### config.mk
export PLATFORM = sky130hd
export DESIGN_NAME = data_mem_dump_flat
export DESIGN_NICKNAME = d
export VERILOG_FILES = /design/src/rtl/data_mem_dump_if.sv /design/src/rtl/data_mem_dump.sv /design/src/flat_wrapper.sv
export SDC_FILE = /design/constraint.sdc
export NUM_CORES = 1
export LEC_CHECK = 0
export ABC_AREA = 0
export BUFFER_PORTS_ARGS = -buffer_cell sky130_fd_sc_hd__buf_2
export CAP_MARGIN = 20
export CORE_UTILIZATION = 45
export DETAILED_ROUTE_END_ITERATION = 7
export MAX_ROUTING_LAYER = met4
export PLACE_DENSITY = 0.76
export RECOVER_POWER = 25
export SYNTH_ARGS = -nofsm -noshare
export SYNTH_HDL_FRONTEND = slang
export SYNTH_SLANG_ARGS = --single-unit
### constraint.sdc
create_clock -name clock -period 1.7 [get_ports clock]
set_clock_uncertainty 0.05 [all_clocks]
set_input_delay 0.255 -clock clock [delete_from_list [all_inputs] [get_ports clock]]
set_output_delay 0.255 -clock clock [all_outputs]
set_load 0.05 [all_outputs]
### src/rtl/data_mem_dump_if.sv
// Halt-time data-memory port plus the outbound byte channel of the dump unit.
// tx_valid/tx_ready: a byte moves on every cycle where both are high; valid holds until accepted.
interface data_mem_dump_if;
    logic [31:0] mem_address;
    logic        mem_read_enabled;
    logic        mem_write_enabled;
    logic [31:0] mem_data;
    logic [7:0]  tx_data;
    logic        tx_valid;
    logic        tx_ready;

    modport master (
        output mem_address, mem_read_enabled, mem_write_enabled, tx_data, tx_valid,
        input  mem_data, tx_ready
    );

    modport slave (
        input  mem_address, mem_read_enabled, mem_write_enabled, tx_data, tx_valid,
        output mem_data, tx_ready
    );
endinterface

### src/rtl/data_mem_dump.sv
// Sweeps data memory from word 0 while the CPU is halted and streams every word
// out MSB first as four bytes over the valid/ready byte channel.
module data_mem_dump #(
    parameter int MEMORY_SIZE = 1024,
    parameter int DUMP_WORDS  = 1024
) (
    input  logic            clock,
    input  logic            reset,
    input  logic            start,
    data_mem_dump_if.master bus,
    output logic            busy,
    output logic            done,
    output logic [2:0]      dbg_state
);
    localparam int IDX_W = (MEMORY_SIZE > 1) ? $clog2(MEMORY_SIZE) : 1;
    localparam logic [IDX_W-1:0] LAST_WORD = IDX_W'(DUMP_WORDS - 1);

    typedef enum logic [2:0] {IDLE, ADDR, LATCH, SEND, DONE} state_t;

    state_t           state;
    state_t           state_next;
    logic [IDX_W-1:0] word_idx;
    logic [1:0]       byte_idx;
    logic [31:0]      shift;
    logic             xfer;
    logic             last_byte;

    assign xfer      = (state == SEND) && bus.tx_ready;
    assign last_byte = (byte_idx == 2'd3);
    assign dbg_state = state;

    always_comb begin
        state_next            = state;
        bus.mem_address       = '0;
        bus.mem_read_enabled  = 1'b0;
        bus.mem_write_enabled = 1'b0;
        bus.tx_data           = '0;
        bus.tx_valid          = 1'b0;
        busy                  = 1'b0;
        done                  = 1'b0;
        case (state)
            IDLE: begin
                if (start) state_next = ADDR;
            end
            // Address is held through LATCH so a registered memory has its data ready too.
            ADDR, LATCH: begin
                bus.mem_address      = 32'(word_idx);
                bus.mem_read_enabled = 1'b1;
                busy                 = 1'b1;
                state_next           = (state == ADDR) ? LATCH : SEND;
            end
            SEND: begin
                bus.tx_valid = 1'b1;
                bus.tx_data  = shift[31:24];
                busy         = 1'b1;
                if (xfer && last_byte) state_next = (word_idx == LAST_WORD) ? DONE : ADDR;
            end
            DONE: begin
                done       = 1'b1;
                state_next = IDLE;
            end
            default: state_next = IDLE;
        endcase
    end

    always_ff @(posedge clock) begin
        if (reset) begin
            state    <= IDLE;
            word_idx <= '0;
            byte_idx <= '0;
            shift    <= '0;
        end else begin
            state <= state_next;
            case (state)
                IDLE: begin
                    if (start) word_idx <= '0;
                end
                LATCH: begin
                    shift    <= bus.mem_data;
                    byte_idx <= '0;
                end
                SEND: begin
                    if (xfer) begin
                        shift    <= shift << 8;
                        byte_idx <= byte_idx + 2'd1;
                        // Termination is by the last-word compare only, so the index never wraps.
                        if (last_byte && (word_idx != LAST_WORD)) word_idx <= word_idx + 1'b1;
                    end
                end
                default: ;
            endcase
        end
    end
endmodule

### src/flat_wrapper.sv
// flat-port wrapper written by rule: the top's interface ports become plain ports
module data_mem_dump_flat 
#(
    parameter int MEMORY_SIZE = 1024,
    parameter int DUMP_WORDS  = 1024
)
  (clock, reset, start, busy, done, dbg_state, bus_mem_address, bus_mem_read_enabled, bus_mem_write_enabled, bus_tx_data, bus_tx_valid, bus_mem_data, bus_tx_ready);
  data_mem_dump_if bus_i ();
  input  logic clock;
  input  logic reset;
  input  logic start;
  output logic busy;
  output logic done;
  output logic [2:0] dbg_state;
  output wire logic [$bits(bus_i.mem_address)-1:0] bus_mem_address;
  output wire logic [$bits(bus_i.mem_read_enabled)-1:0] bus_mem_read_enabled;
  output wire logic [$bits(bus_i.mem_write_enabled)-1:0] bus_mem_write_enabled;
  output wire logic [$bits(bus_i.tx_data)-1:0] bus_tx_data;
  output wire logic [$bits(bus_i.tx_valid)-1:0] bus_tx_valid;
  input wire logic [$bits(bus_i.mem_data)-1:0] bus_mem_data;
  input wire logic [$bits(bus_i.tx_ready)-1:0] bus_tx_ready;
  assign bus_mem_address = bus_i.mem_address;
  assign bus_mem_read_enabled = bus_i.mem_read_enabled;
  assign bus_mem_write_enabled = bus_i.mem_write_enabled;
  assign bus_tx_data = bus_i.tx_data;
  assign bus_tx_valid = bus_i.tx_valid;
  assign bus_i.mem_data = bus_mem_data;
  assign bus_i.tx_ready = bus_tx_ready;
  data_mem_dump #(.MEMORY_SIZE(MEMORY_SIZE), .DUMP_WORDS(DUMP_WORDS)) u_core (.clock(clock), .reset(reset), .start(start), .bus(bus_i), .busy(busy), .done(done), .dbg_state(dbg_state));
endmodule
==> run_results.csv, run 1 <==
group,metric,value,unit
clock_network,htree_levels,2,
sta,setup_viol,16,
die,die-area,0.00582,mm2
clock_network,cts.path.max_buffers,2,
final_layout,num-nets-final,424,
outcome,violations,"setup timing",
clock_network,cts_made_buffers,5,
sta,worst_slack,-28.2,ps
logic_synthesis,synth_top_area_cell,"dfxtp_1",
drt,drt-pass1-iter-count,4,
clock_network,root_buffer,"clkbuf_8",
die,core,0.00520,mm2
logic_synthesis,synth_top_area_share,0.379,
logic_synthesis,synth_seq_cells,47,
sta,fin_crit_sh,1.02,
grt,grt_max_degree,47,
sta,final_max_slew_viol_count,0,
pwr,power.density,801,mW/mm2
final_layout,area_growth,39.3,%
sta,min_period,1730,ps
drt,drtIter0Drc,150,
final_layout,fillCellCount,418,
logic_synthesis,syn_inst,312,
sta,slew_headroom,0.635,
sta,worst_slew_pin_slew,548,ps
logic_synthesis,seq_area_frac_synth,0.379,
clock_network,cts_tree,"done",
logic_synthesis,yosysWarningCount,0,
drt,drc,0,
die,die_h,76.3,um
pwr,ir_worst_vdd,0.462,mV
grt,grt-ovfl-total,0,
setup_path,crit_arrival,1420,ps
final_layout,post_layout_nonfiller_instances,457,
final_layout,post-route-util,0.665,
placed_design,dp.cells,436,
sta,setup_tns,-246,ps
logic_synthesis,synthTopCellsByArea,"dfxtp_1 (38%), nand2_1 (8.5%), a311oi_1 (8.5%), buf_4 (7.0%), nor2_1 (5.7%)",
die,io_pins,84,
pwr,p_leak,1.45,nW
drt,wl_per_cell,14.4,um
clock_network,clock_sinks,47,
logic_synthesis,netlist_area,0.00248,mm2
setup_path,critPathRequiredTime,1390,ps
final_layout,final_area,0.00346,mm2
logic_synthesis,syn_area_per_cell,7.96,um2
job,cap_violations,0,
pwr,total_power,2.77,mW
drt,ant_nets,0,
clock_network,clkSlewWorstSetupHoldPaths,90,ps
logic_synthesis,ys_types,46,
grt,grt_use_total,0.208,
grt,grt_pass1_wl,9630,um
worst_hold_path,hold_path_class,"in -> reg",
final_layout,drive_above_1_share,0.398,
clock_network,clk_latency,310,ps
placed_design,hpwl,3720,um
grt,antenna_found_initial,0,
die,die_w,76.3,um
sta,hold_viol,0,
drt,viasPerCell,5.42,
grt,grt_pass1_vias,2090,
sta,fmax,579,MHz
logic_synthesis,synth_common_cells,"nand2_1 (56), dfxtp_1 (47), nor2_1 (38)",
die,num_rows,26,
setup_path,worst_setup_path_start_kind,"flop",
logic_synthesis,synth_edf_count,0,
setup_path,crit_type,"reg -> out",
placed_design,portBuffers,60,
setup_path,worstSetupEndpointType,"output pin",
placed_design,place.gp.congestion,0.866,
logic_synthesis,async_flop_share,0,
die,start_util,0.477,
outcome,status,"finished, violations left",
placed_design,post_dp_cell_area,0.00289,mm2
clock_network,cts_hold_buffers,0,
logic_synthesis,ys.flop_type,"dfxtp_1",
setup_path,cp_max_fo,8,
drt,routed_wirelength,6580,um
logic_synthesis,yosys.cell_count.top_type,"nand2_1",
sta,rsz0062_at_grt,"yes",
drt,num_vias,2477,
final_layout,n_antenna_cell,0,
-- repair_timing --
item	in CTS	in global routing
buffers inserted	5	4
pin swaps	6	4
gates resized for setup	56	35
cloned	1	3
endpoints found under the setup margin	45	51
-- worst max-delay path, cell delays in order, from the launching register on --
cell and delay, ps:
dfxtp_4 400, xnor2_2 160, nor2_4 120, buf_6 140, and2_4 150, buf_8 140
-- through the flow --
stage          hold slack (ps)  setup WS (ps)
3_5_place_dp               419          -57.0
6_report                   145          -28.2
5_1_grt                    145          -92.7
3_3_place_gp               412           11.4
2_1_floorplan              365          -86.1
4_1_cts                    144          -15.3
-- cells by family (layout without fill, tap and decap cells) --
family,Yosys count,in the layout,synth area share
flip-flops,47,47,0.379
XOR/XNOR,1,1,0.00353
AND/OR/NAND/NOR,143,144,0.279
buffers and inverters,50,102,0.119
other,1,23,0.00151
adder cells (fa/ha/maj),2,2,0.0101
AO/OA/AOI/OAI,67,67,0.204
multiplexers,1,1,0.00453
-- metal layers --
metal	part of all wire	vias to the layer above	GRT usage	routed length (um)
met3	0.059	14	0.0419	386
li1	-	1203	-	-
met1	0.44	1152	0.276	2870
met5	0	-	-	0
met4	0.018	0	0.0712	116
met2	0.49	108	0.314	3200
-- final cells by class --
type,instances,area [um2],share of cell area
Clock buffer,7,108,0.0311
Clock inverter,1,8.76,0.00253
Tap cell,70,87.6,0.0253
Timing Repair Buffer,92,778,0.225
Sequential cell,47,953,0.275
Multi-Input combinational cell,238,1510,0.437
Inverter,2,12.5,0.00362
-- sequential cells by signal, summed over array words and instances (netlist names) --
| register | count |
|---|---|
| u_core.shift | 32 |
| u_core.word_idx | 10 |
| u_core.dbg_state | 3 |
| u_core.byte_idx | 2 |
-- placed cells by master (no fill, tap or decap), drive strengths merged, types with 2 or more instances in the layout --
cell,synthesis,layout
nor3b,2,2
conb,1,23
inv,2,2
ha,2,2
a21oi,9,9
o311ai,3,3
nand3,6,6
nand3b,2,2
and4,2,2
nor2,38,38
o31ai,2,2
or3,5,5
nand4,2,2
a311oi,24,24
and3,2,2
o32ai,2,2
and2,21,21
nand2,56,56
o21bai,2,2
dfxtp,47,47
or4,2,2
buf,30,90
a22oi,8,8
a31oi,5,5
o21ai,9,9
clkbuf,18,8
nor3,2,3
-- path summary, 6_finish.rpt --
check	from	end	slack [ps]	cells past startpoint
max	u_core.dbg_state[1]	bus_mem_address[2]	-30	5
min	bus_mem_data[2]	u_core.shift[2]	150	3
max reg2reg	u_core.byte_idx[0]	u_core.word_idx[2]	-20	7
min reg2reg	u_core.shift[0]	u_core.shift[8]	430	2
-- report_power, final --
group	internal, mW	leakage [nW]	switching, mW	total (mW)
clock network	0.425	0.0600	0.403	0.828
registers	1.18	0.386	0.0580	1.24
logic	0.259	1.01	0.446	0.706
total	1.87	1.45	0.907	2.77
Power figures use the tool's default switching activity.
==> run 2: changes to the inputs <==
--- a/config.mk
+++ b/config.mk
@@ -8,6 +8,7 @@
 export ABC_AREA = 0
 export BUFFER_PORTS_ARGS = -buffer_cell sky130_fd_sc_hd__buf_2
 export CAP_MARGIN = 20
+export CORE_ASPECT_RATIO = 1.2
 export CORE_UTILIZATION = 45
 export DETAILED_ROUTE_END_ITERATION = 7
 export MAX_ROUTING_LAYER = met4
==> run 2 against run 1 <==
Effect of this change:
- largest power group unchanged
- non-clock buffer count increased by 2
- clock-buffer cell count fell by 1
- sequential share of layout area rose by 0.72 points
- largest cell class unchanged
- the flow still finishes with violations (setup timing)
==> run_results.csv, run 2 (same netlist as run 1, synthesis figures left out) <==
group,metric,value,unit
placed_design,dp.cells,429,
grt,grt-ovfl-total,0,
setup_path,cp_max_fo,5,
die,num_rows,29,
placed_design,portBuffers,60,
setup_path,slowest_stage,"or3_2",
drt,wl_per_cell,13.6,um
die,die_h,83.4,um
clock_network,htree_levels,2,
setup_path,critPathRequiredTime,1880,ps
die,start_util,0.469,
final_layout,largest_reg_flops,32,
clock_network,clk_latency,300,ps
setup_path,worstSetupEndpointType,"flop",
setup_path,max_stage_delay,490,ps
pwr,ir_worst_vdd,0.483,mV
final_layout,num-nets-final,426,
final_layout,n_antenna_cell,0,
placed_design,hpwl,3750,um
setup_path,crit_type,"reg -> reg",
grt,grt_use_total,0.207,
final_layout,final_common_cell,"nand2_1",
outcome,status,"finished, violations left",
die,io_pins,84,
worst_hold_path,hold_path_class,"in -> reg",
clock_network,cts.path.max_buffers,2,
setup_path,worst_setup_path_start_kind,"flop",
final_layout,post_layout_nonfiller_instances,451,
final_layout,largest_register,"u_core.shift",
final_layout,area_growth,35.6,%
grt,grt_pass1_wl,9700,um
final_layout,most-common-layout-cells,"nand2_1 (56), dfxtp_1 (44), buf_2 (41)",
sta,worst_slack,-26.6,ps
clock_network,clock_sinks,47,
grt,grt_pass1_vias,2077,
drt,drt-pass1-iter-count,4,
clock_network,clkSlewWorstSetupHoldPaths,90,ps
drt,drtIter0Drc,149,
setup_path,path_buf_inv,3,
drt,routed_wirelength,6150,um
clock_network,root_buffer,"clkbuf_8",
drt,ant_nets,0,
sta,setup_viol,10,
placed_design,place.gp.congestion,0.859,
grt,grt_max_degree,46,
die,die_w,69.8,um
outcome,violations,"setup timing",
final_layout,drive_above_1_share,0.365,
job,cap_violations,0,
sta,whs,150,ps
sta,rsz0062_at_grt,"yes",
clock_network,cts_made_buffers,5,
setup_path,path_cells,"buf_6 -> o311ai_4 -> buf_4 -> buf_4 -> or3_2 -> a31oi_1",
drt,drc,0,
sta,fin_crit_sh,1.02,
final_layout,fillCellCount,453,
sta,hold_viol,0,
die,core,0.00530,mm2
pwr,p_leak,1.47,nW
setup_path,path_delay_family,"simple AND/OR/NAND/NOR gates",
setup_path,cp_common_cell,"buf_4",
setup_path,crit_arrival,1910,ps
final_layout,post-route-util,0.636,
drt,viasPerCell,5.33,
clock_network,cts_tree,"done",
die,die-area,0.00582,mm2
sta,min_period,1730,ps
grt,antenna_found_initial,0,
sta,fmax,579,MHz
drt,num_vias,2406,
sta,final_max_slew_viol_count,0,
pwr,power.density,819,mW/mm2
## run 2: cell types whose count changed in the layout (fill, tap and decap cells not counted), moves of 2 or more
| cell | previous run | this run |
|---|---|---|
| a21oi_1 | 8 | 6 |
| a21oi_2 | 1 | 3 |
| a311oi_1 | 12 | 24 |
| a311oi_2 | 12 | 0 |
| buf_4 | 26 | 28 |
| clkbuf_16 | 2 | 0 |
| nand3_1 | 4 | 6 |
| nand3_2 | 2 | 0 |
## run 2: routing by layer
| layer | up-vias | track usage | part of all wire |
|---|---|---|---|
| met2 | 92 | 0.321 | 0.48 |
| met3 | 9 | 0.0352 | 0.047 |
| met4 | 0 | 0.0655 | 0.015 |
| met1 | 1093 | 0.275 | 0.45 |
| li1 | 1212 | - | - |
| met5 | - | - | 0 |
## run 2: worst paths after layout
| check | from | to | slack, ps | cells after the start |
|---|---|---|---|---|
| max | u_core.dbg_state[0] | u_core.word_idx[3] | -30 | 6 |
| min | bus_mem_data[6] | u_core.shift[6] | 150 | 3 |
| max reg2reg | u_core.dbg_state[0] | u_core.word_idx[3] | -30 | 6 |
| min reg2reg | u_core.shift[22] | u_core.shift[30] | 430 | 2 |
## run 2: area by class of cell
class | count | area (um2) | area share
timing repair buffer | 94 | 757 | 0.225
clock buffer | 6 | 82.6 | 0.0245
multi-input combinational | 238 | 1450 | 0.431
tap | 62 | 77.6 | 0.0230
clock inverter | 2 | 38.8 | 0.0115
sequential | 47 | 952 | 0.283
inverter | 2 | 10.0 | 0.00297
## run 2: through the flow
step / instance area (um2) / setup WS [ps] / power, mW / setup TNS [ps]
floorplan: 2640 / -86.1 / 1.73 / -115
global placement: 2880 / -83.5 / 1.81 / -485
detailed placement: 2880 / -138 / 1.82 / -1020
CTS: 3270 / -16.6 / 2.74 / -16.6
global route: 3370 / -72.2 / 2.88 / -959
finish: 3370 / -26.6 / 2.76 / -106
## run 2: what timing repair did
item                       in CTS  in global routing
setup endpoints to repair      44                 56
gates resized for setup        53                 20
pin swaps                       5                  1
cloned                          2                  0
hold buffers                    0                  0
buffers inserted                9                  3
## run 2: worst min-delay path: stages
cell	delay, ps
buf_2	80
a22oi_1	60
nor2_1	80
## run 2: report_power, final
| part | internal, mW | total, mW | switching [mW] | leakage [nW] |
|---|---|---|---|---|
| Clock | 0.484 | 0.874 | 0.390 | 0.0618 |
| Sequential | 1.18 | 1.23 | 0.0521 | 0.386 |
| Combinational | 0.231 | 0.650 | 0.419 | 1.02 |
==> run 3: changes to the inputs <==
--- a/config.mk
+++ b/config.mk
@@ -17,3 +17,4 @@
 export SYNTH_ARGS = -nofsm -noshare
 export SYNTH_HDL_FRONTEND = slang
 export SYNTH_SLANG_ARGS = --single-unit
+export TNS_END_PERCENT = 50
==> run 3 against run 2 <==
Effect of this change:
- the run still ends with setup timing left
- highest routed layer unchanged
- sequential power about the same
- via count down 1.5%
- sequential cell count unchanged
- die area unchanged
- first-iteration DRC count up 9.4%
- core utilization up 0.33 points
- clock power about the same
- setup slack worse by 70 ps
- critical path depth unchanged
- sequential share of layout area down 0.15 points
- total power up 0.40%
- global-route usage down 0.73 points
==> run_results.csv, run 3 (same netlist as run 1, synthesis figures left out) <==
group,metric,value,unit
grt,grt_pass1_wl,9340,um
pwr,ir_worst_vdd,0.484,mV
setup_path,crit_arrival,1490,ps
pwr,p_sw_frac,0.311,
final_layout,drive_above_1_share,0.361,
drt,viasPerCell,5.30,
clock_network,cts_made_buffers,5,
die,io_pins,84,
outcome,violations,"setup timing",
clock_network,root_buffer,"clkbuf_8",
grt,grt_max_degree,46,
setup_path,slowest_stage,"dfxtp_4",
final_layout,num-nets-final,422,
grt,antenna_found_initial,0,
sta,fin_crit_sh,1.06,
die,die_w,69.8,um
final_layout,largest_register,"u_core.shift",
setup_path,path_buf_inv,3,
drt,drt-pass1-iter-count,5,
die,die_h,83.4,um
sta,hold_viol,0,
pwr,p_switching,0.861,mW
clock_network,clock_sinks,47,
die,start_util,0.469,
grt,grt-ovfl-total,0,
placed_design,post_dp_cell_area,0.00288,mm2
drt,ant_nets,0,
placed_design,place.gp.congestion,0.859,
worst_hold_path,hold_path_class,"in -> reg",
setup_path,path_delay_family,"buffers and inverters",
pwr,p_int,1.91,mW
setup_path,critPathRequiredTime,1390,ps
die,die-area,0.00582,mm2
setup_path,cp_max_fo,5,
final_layout,final_area,0.00339,mm2
die,num_rows,29,
setup_path,crit_type,"reg -> out",
final_layout,n_antenna_cell,0,
setup_path,worstSetupEndpointType,"output pin",
sta,worst_slack,-96.3,ps
drt,drc,0,
drt,num_vias,2369,
sta,setup_viol,21,
pwr,total_power,2.77,mW
final_layout,post_layout_nonfiller_instances,447,
setup_path,max_stage_delay,370,ps
pwr,share_comb_of_total_power,0.239,
grt,grt_pass1_vias,2046,
final_layout,largest_reg_flops,32,
final_layout,final_common_cell,"nand2_1",
pwr,p_leak,1.45,nW
placed_design,portBuffers,60,
placed_design,dp.cells,429,
clock_network,htree_levels,2,
sta,rsz0062_at_grt,"yes",
sta,min_period,1800,ps
drt,routed_wirelength,5980,um
pwr,power_frac_clock,0.315,
die,core,0.00530,mm2
grt,grt_use_total,0.200,
final_layout,fillCellCount,456,
placed_design,pre_cts_slack,-138,ps
clock_network,clk_latency,300,ps
sta,final_max_slew_viol_count,0,
outcome,status,"finished, violations left",
pwr,pwr-share-seq,0.446,
clock_network,cts.path.max_buffers,2,
final_layout,post-route-util,0.639,
clock_network,clkSlewWorstSetupHoldPaths,90,ps
drt,drtIter0Drc,163,
final_layout,area_growth,36.3,%
sta,fmax,557,MHz
job,cap_violations,0,
setup_path,worst_setup_path_start_kind,"flop",
clock_network,cts_tree,"done",
setup_path,cp_common_cell,"buf_6",
setup_path,path_cells,"buf_6 -> xnor2_4 -> nor2_4 -> buf_6 -> and2_4 -> buf_8",
final_layout,most-common-layout-cells,"nand2_1 (56), dfxtp_1 (44), buf_2 (40)",
placed_design,hpwl,3750,um
drt,wl_per_cell,13.4,um
pwr,power.density,818,mW/mm2
==> run 3: final timing paths <==
path	start	cells after the start	slack [ps]	endpoint
min	bus_mem_data[5]	3	150	u_core.shift[5]
min reg2reg	u_core.shift[22]	2	430	u_core.shift[30]
max	u_core.dbg_state[0]	6	-100	bus_mem_address[4]
max reg2reg	u_core.dbg_state[0]	5	-40	u_core.word_idx[9]
==> run 3: tightest hold or removal path: stages <==
cell and delay [ps]:
buf_2 80, a22oi_1 70, nor2_1 70
==> run 3: power groups by stage <==
| stage | sequential [mW] | combinational [mW] | clock, mW |
|---|---|---|---|
| after floorplan | 1.26 | 0.477 | 0 |
| after global placement | 1.26 | 0.547 | 0 |
| after detailed placement | 1.26 | 0.556 | 0 |
| after CTS | 1.23 | 0.616 | 0.883 |
| after global routing | 1.24 | 0.719 | 0.930 |
| final | 1.23 | 0.662 | 0.873 |
==> run 3: cell type report <==
type	count	area [um2]	share of cell area
Multi-Input combinational cell	238	1460	0.431
Sequential cell	47	952	0.281
Timing Repair Buffer	90	767	0.227
Clock buffer	6	82.6	0.0244
Tap cell	62	77.6	0.0229
Clock inverter	2	38.8	0.0115
Inverter	2	10.0	0.00296
==> run 3: metal layers <==
| layer | track usage | vias to the layer above | routed length, um | share of wire |
|---|---|---|---|---|
| li1 | - | 1200 | - | - |
| met5 | - | - | 0 | 0 |
| met4 | 0.0745 | 0 | 82 | 0.014 |
| met3 | 0.0255 | 8 | 269 | 0.045 |
| met1 | 0.259 | 1085 | 2620 | 0.44 |
| met2 | 0.318 | 76 | 3000 | 0.50 |
==> run 3: stage by stage <==
step                      hold slack (ps)  TNS, ps
final                                 149     -959
after global routing                  152    -2070
after CTS                             147     -145
after detailed placement              417    -1020
after global placement                412     -485
after floorplan                       365     -115
==> run 3: what timing repair did <==
item / 4_1_cts / 5_1_grt
resized for setup: 51 / 35
buffers inserted: 4 / 4
pin swaps: 0 / 14
hold buffers: 0 / 0
setup endpoints to repair: 44 / 54
cloned: 1 / 1
